`src/rtl/seek_f_pipe_pkg.sv`:
```
// Shared constants and helpers for the seek_f two-stage lane pipeline.
package seek_f_pipe_pkg;

    localparam int DW_DEF    = 15;
    localparam int SHIFT_DEF = 20;
    localparam int CNTW_DEF  = 16;

    localparam logic MODE_FULL = 1'b0;
    localparam logic MODE_NOC  = 1'b1;

    function automatic int fw_of(input int dw, input int shift);
        return dw + shift + 1;
    endfunction

endpackage

```
`src/rtl/seek_f_lane.sv`:
```
// One lane of seek_f: S1 holds S, e[EB] and K; S2 holds f and uflow.
module seek_f_lane
    import seek_f_pipe_pkg::*;
#(
    parameter int DW    = DW_DEF,
    parameter int SHIFT = SHIFT_DEF,
    parameter int FW    = fw_of(DW_DEF, SHIFT_DEF)
) (
    input  logic          clk,
    input  logic          rst_n,
    input  logic          ld1_i,
    input  logic          ld2_i,
    input  logic          v1_i,
    input  logic          mode_i,
    input  logic [DW-1:0] c_i,
    input  logic [DW-1:0] e_i,
    output logic [FW-1:0] f_o,
    output logic          uflow_o
);

    localparam int SW = DW - 1;
    localparam int UW = DW + SHIFT;
    localparam int MW = (FW > UW) ? FW : UW;

    logic [SW-1:0] s_q, s_d;
    logic          eb_q;
    logic [1:0]    k_q, k_d;
    logic [FW-1:0] f_q, f_d;
    logic          uf_q, uf_d;

    logic [MW-1:0] t_w, sub_w, diff_w;

    always_comb begin
        s_d = SW'(e_i[DW-3:0]) + SW'(e_i[DW-2]);
        k_d = (mode_i == MODE_NOC) ? 2'b00 : c_i[DW-1:DW-2];
    end

    // Wide enough for both the FW-bit result and the true comparison.
    always_comb begin
        t_w    = MW'(s_q) << SHIFT;
        sub_w  = MW'(eb_q) + MW'(k_q);
        diff_w = t_w - sub_w;
        f_d    = '0;
        uf_d   = 1'b0;
        if (v1_i) begin
            f_d  = diff_w[FW-1:0];
            uf_d = (t_w < sub_w);
        end
    end

    always_ff @(posedge clk or negedge rst_n) begin
        if (!rst_n) begin
            s_q  <= '0;
            eb_q <= 1'b0;
            k_q  <= '0;
        end else if (ld1_i) begin
            s_q  <= s_d;
            eb_q <= e_i[DW-2];
            k_q  <= k_d;
        end
    end

    always_ff @(posedge clk or negedge rst_n) begin
        if (!rst_n) begin
            f_q  <= '0;
            uf_q <= 1'b0;
        end else if (ld2_i) begin
            f_q  <= f_d;
            uf_q <= uf_d;
        end
    end

    assign f_o     = f_q;
    assign uflow_o = uf_q;

endmodule

```
`src/rtl/seek_f_pipe.sv`:
```
// seek_f pipeline top: shared valid/ready control around LANES lane datapaths.
module seek_f_pipe
    import seek_f_pipe_pkg::*;
#(
    parameter int DW    = DW_DEF,
    parameter int LANES = 4,
    parameter int SHIFT = SHIFT_DEF,
    parameter int FW    = fw_of(DW, SHIFT),
    parameter int CNTW  = CNTW_DEF
) (
    input  logic                 clk,
    input  logic                rst_n,
    input  logic                in_valid,
    output logic                in_ready,
    input  logic                mode,
    input  logic [LANES*DW-1:0] c,
    input  logic [LANES*DW-1:0] e,
    output logic                out_valid,
    input  logic                out_ready,
    output logic [LANES*FW-1:0] f,
    output logic [LANES-1:0]    uflow,
    output logic [CNTW-1:0]     count
);

    logic            s1_valid_q, s1_valid_d;
    logic            out_valid_q, out_valid_d;
    logic [CNTW-1:0] cnt_q, cnt_d;
    logic            adv1, adv2, ld1;

    always_comb begin
        adv2        = !out_valid_q || out_ready;
        adv1        = !s1_valid_q || adv2;
        ld1         = adv1 && in_valid;
        s1_valid_d  = adv1 ? in_valid : s1_valid_q;
        out_valid_d = adv2 ? s1_valid_q : out_valid_q;
        cnt_d       = cnt_q;
        if (out_valid_q && out_ready) begin
            cnt_d = cnt_q + 1'b1;
        end
    end

    always_ff @(posedge clk or negedge rst_n) begin
        if (!rst_n) begin
            s1_valid_q  <= 1'b0;
            out_valid_q <= 1'b0;
            cnt_q       <= '0;
        end else begin
            s1_valid_q  <= s1_valid_d;
            out_valid_q <= out_valid_d;
            cnt_q       <= cnt_d;
        end
    end

    for (genvar i = 0; i < LANES; i++) begin : g_lane
        seek_f_lane #(
            .DW    (DW),
            .SHIFT (SHIFT),
            .FW    (FW)
        ) u_lane (
            .clk     (clk),
            .rst_n   (rst_n),
            .ld1_i   (ld1),
            .ld2_i   (adv2),
            .v1_i    (s1_valid_q),
            .mode_i  (mode),
            .c_i     (c[i*DW +: DW]),
            .e_i     (e[i*DW +: DW]),
            .f_o     (f[i*FW +: FW]),
            .uflow_o (uflow[i])
        );
    end

    assign in_ready  = adv1;
    assign out_valid = out_valid_q;
    assign count     = cnt_q;

endmodule

```
`config.mk`:
```
export PLATFORM = sky130hd
export DESIGN_NAME = seek_f_pipe
export DESIGN_NICKNAME = d
export VERILOG_FILES = /design/src/rtl/seek_f_pipe_pkg.sv /design/src/rtl/seek_f_lane.sv /design/src/rtl/seek_f_pipe.sv
export SDC_FILE = /design/constraint.sdc
export NUM_CORES = 1
export LEC_CHECK = 0
export CORE_ASPECT_RATIO = 1.4
export CORE_MARGIN = 5
export CORE_UTILIZATION = 30
export DETAILED_ROUTE_END_ITERATION = 16
export PLACE_DENSITY = 0.57
export SYNTH_ARGS = -nofsm -noshare
export SYNTH_HDL_FRONTEND = slang
export SYNTH_SLANG_ARGS = --single-unit
```
`constraint.sdc`:
```
create_clock -name clk -period 7.4 [get_ports clk]
set_input_delay 2.22 -clock clk [delete_from_list [all_inputs] [get_ports clk]]
set_output_delay 2.22 -clock clk [all_outputs]
set_load 0.05 [all_outputs]
```
==> metrics.txt <==
final worst slack=1149 ps; sequential fraction of the synthesis area=46.82%; met3 Use GR=2.886%; Max FO, Critical Path=8; Area growth syn-to-layout=31.23%; CP dominant cell by count=clkdlybuf4s50_1; Worst Tran Pin Value=1162 ps; slowest stage cell, crit path=clkdlybuf4s50_1; CTS tree=done; Yosys top cell area share=46.82%; Root Buffer=clkbuf_16; final core occ=39.73%; largest family of logic cells by synthesized area=simple AND/OR/NAND/NOR gates; fin crit share=84.47%; layout cells sized above 1=5.328%; Pwr Total=3.714 mW; mux contribution to synthesized area=1.574%; fmax=160.0 MHz; first-pass GRT wire length=41.09 mm; total gr overflow=0; syn avg cell area=9.498 um2; worst hold path class=register to register; drt pass-1 iters=4; CP Data Arrival Time=4030 ps; Placed Area=11570 um2; nets@finish=1290; # rows=76; Crit Path Class=input pin to output pin; worst path cell trace=clkdlybuf4s50_1, nand3b_1, buf_4, clkdlybuf4s50_1; Die ar.=34670 um2; PortBufs=234; Reg area=4354 um2; setup_tns=0 ps; CP Launch Type=input pin; EDFF count, synth=0; Ports=291; WL/cell=16.51 um; YS warnings=0; Final Hold Viols=0; Post-Syn Instances=979; Post-Syn Area=9299 um2; final setup fails=0; H-Tree Level Count=4; Critical Path End Type=output pin; post-route design area=12200 um2; global route hottest layer=met2; CTS Sinks=174; post-cts sizing count=0; Compound-Gate Fraction of Synth Area=9.526%; Max Slew Vio Count=0; GP Congestion=0.7653; chip height=218.3 um; # fillers=3084; cts hold-fix bufs=0; syn_nets=1137; register bit count reported by yosys=174; DRC=0; final non-filler cell total=1537; dpl ws=1125 ps; CP Data Required Time=5180 ps; worst vdd ir=0.1325 mV; Yosys cell types=44; Hold Slack=467.7 ps; initial antenna violation count=0; Setup Buffers After CTS=0; ANT nets after route=0; routing usage on met1=16.74%; met2 global-route usage=26.80%; largest net degree at the start of global routing=99; Final HPWL DP=18.79 mm; Reg clk slew, reported paths=70 ps; CTS max path bufs=2; Multi-input gate area=4210 um2; PwrDens=304.4 nW/um2; vias in the first global route=7610; worst path bufs/invs=3; Die Wd=158.8 um; CP top delay family=buffers and inverters; Async SR Flop Fraction=100.0%; LEAKAGE=4.977 nW; core area=30710 um2; starting density of the core=30.28%; Main synth FF type=dfrtp_1; CP max stage delay=830 ps; most common cell after layout, fill and taps aside=clkdlybuf4s50_1; CTS Buf Count=17; total number of vias=7357; Rel. slew slack=21.95%; GRT Total Usage=14.77%; worst-skew pair later-pin latency=450 ps; DP Cell Count=1503; DR iter-0 viols=249; status=finished clean; leading post-synthesis cells by cell area=dfrtp_1 47%, nand2_1 6.6%, o21ai_0 5.4%; xor-xnor portion of the synthesized cell area=9.795%; Vias/cell=4.787; simple-gate share of the synthesized area=19.78%; post-synthesis adder-cell area fraction=4.440%; MaxCap Viol Count=0; Routed WL=25.37 mm; RSZ-0062 raised after global routing=no; Tmin final=6251 ps; most frequent cells in the layout=233 x clkdlybuf4s50_1, 174 x dfrtp_1, 163 x nand2_1; post-synth top area cell=dfrtp_1; clk_skew=9.002 ps
[synth_stat cells, types with 3 or more instances]
cell,number
a21o_1,3
a21oi_1,3
a221o_1,4
a22o_1,4
a32o_1,4
and2_1,5
and3_1,6
and4_1,7
buf_4,64
clkbuf_1,42
dfrtp_1,174
ha_1,33
inv_1,27
mux2_2,13
nand2_1,164
nand2b_1,15
nand3_1,42
nand3b_1,4
nand4_1,23
nand4b_1,4
nor2_1,30
nor2b_1,5
nor3_1,25
nor4_1,15
nor4_2,3
o21ai_0,101
o21ai_1,3
o311a_1,4
o31ai_1,16
or3_1,7
or4_1,10
xnor2_1,47
xor2_1,57
[power breakdown]
| part | switching, mW | total (mW) | internal [mW] | leakage (nW) |
|---|---|---|---|---|
| clock | 0.400 | 0.976 | 0.576 | 0.304 |
| combinational | 0.987 | 1.48 | 0.492 | 2.45 |
| sequential | 0.158 | 1.26 | 1.10 | 2.22 |
[kinds of logic after synthesis]
kind of cell / after synthesis
buffers and inverters: 135
DFF: 174
adders and majority gates: 33
AOI/OAI and AO/OA: 148
muxes: 13
and+or+nand+nor: 372
xor gates and xnor gates: 104
[worst register-to-register path, cell delays in order (launching register included)]
cell and delay, ps:
dfrtp_1 370, ha_1 170, inv_1 50, ha_1 270
inv_1 50, ha_1 190, ha_1 260, or4_1 550
nor4bb_1 410, xnor2_1 170, o21ai_0 100
[metal layers]
layer / vias to the layer above / share of wire, %
met5: - / 0
li1: 3629 / -
met4: 0 / 2.8
met3: 36 / 4.5
met1: 3491 / 40
met2: 201 / 52
[worst paths after layout]
kind	start	endpoint	slack (ps)	cells past startpoint
worst min register to register	count[15]	count[15]	470	1
min in group asynchronous	rst_n	g_lane[2].u_lane.f_o[22]	1800	1
worst min-delay path	count[15]	count[15]	470	1
worst max register to register	g_lane[2].u_lane.k_q[0]	g_lane[2].u_lane.f_o[30]	4670	10
max in group asynchronous	rst_n	g_lane[1].u_lane.f_o[25]	4620	2
worst max-delay path	out_ready	in_ready	1150	4
[registers in the layout, indices dropped and copies added, names as in the netlist]
signal                 flops
g_lane.u_lane.f_o         84
g_lane.u_lane.s_q         56
count                     16
g_lane.u_lane.k_q          8
g_lane.u_lane.eb_q         4
g_lane.u_lane.uflow_o      4
out_valid                  1
s1_valid_q                 1
[area by class of cell]
| class | instances | share of cell area [%] |
|---|---|---|
| Multi-Input combinational cell | 670 | 34.50 |
| Timing Repair Buffer | 242 | 19.80 |
| Sequential cell | 174 | 35.68 |
| Clock inverter | 13 | 1.517 |
| Clock buffer | 19 | 3.630 |
| Inverter | 27 | 0.8305 |
| Tap cell | 390 | 3.999 |
| Antenna cell | 2 | 0.04101 |
Power figures use the tool's default switching activity.
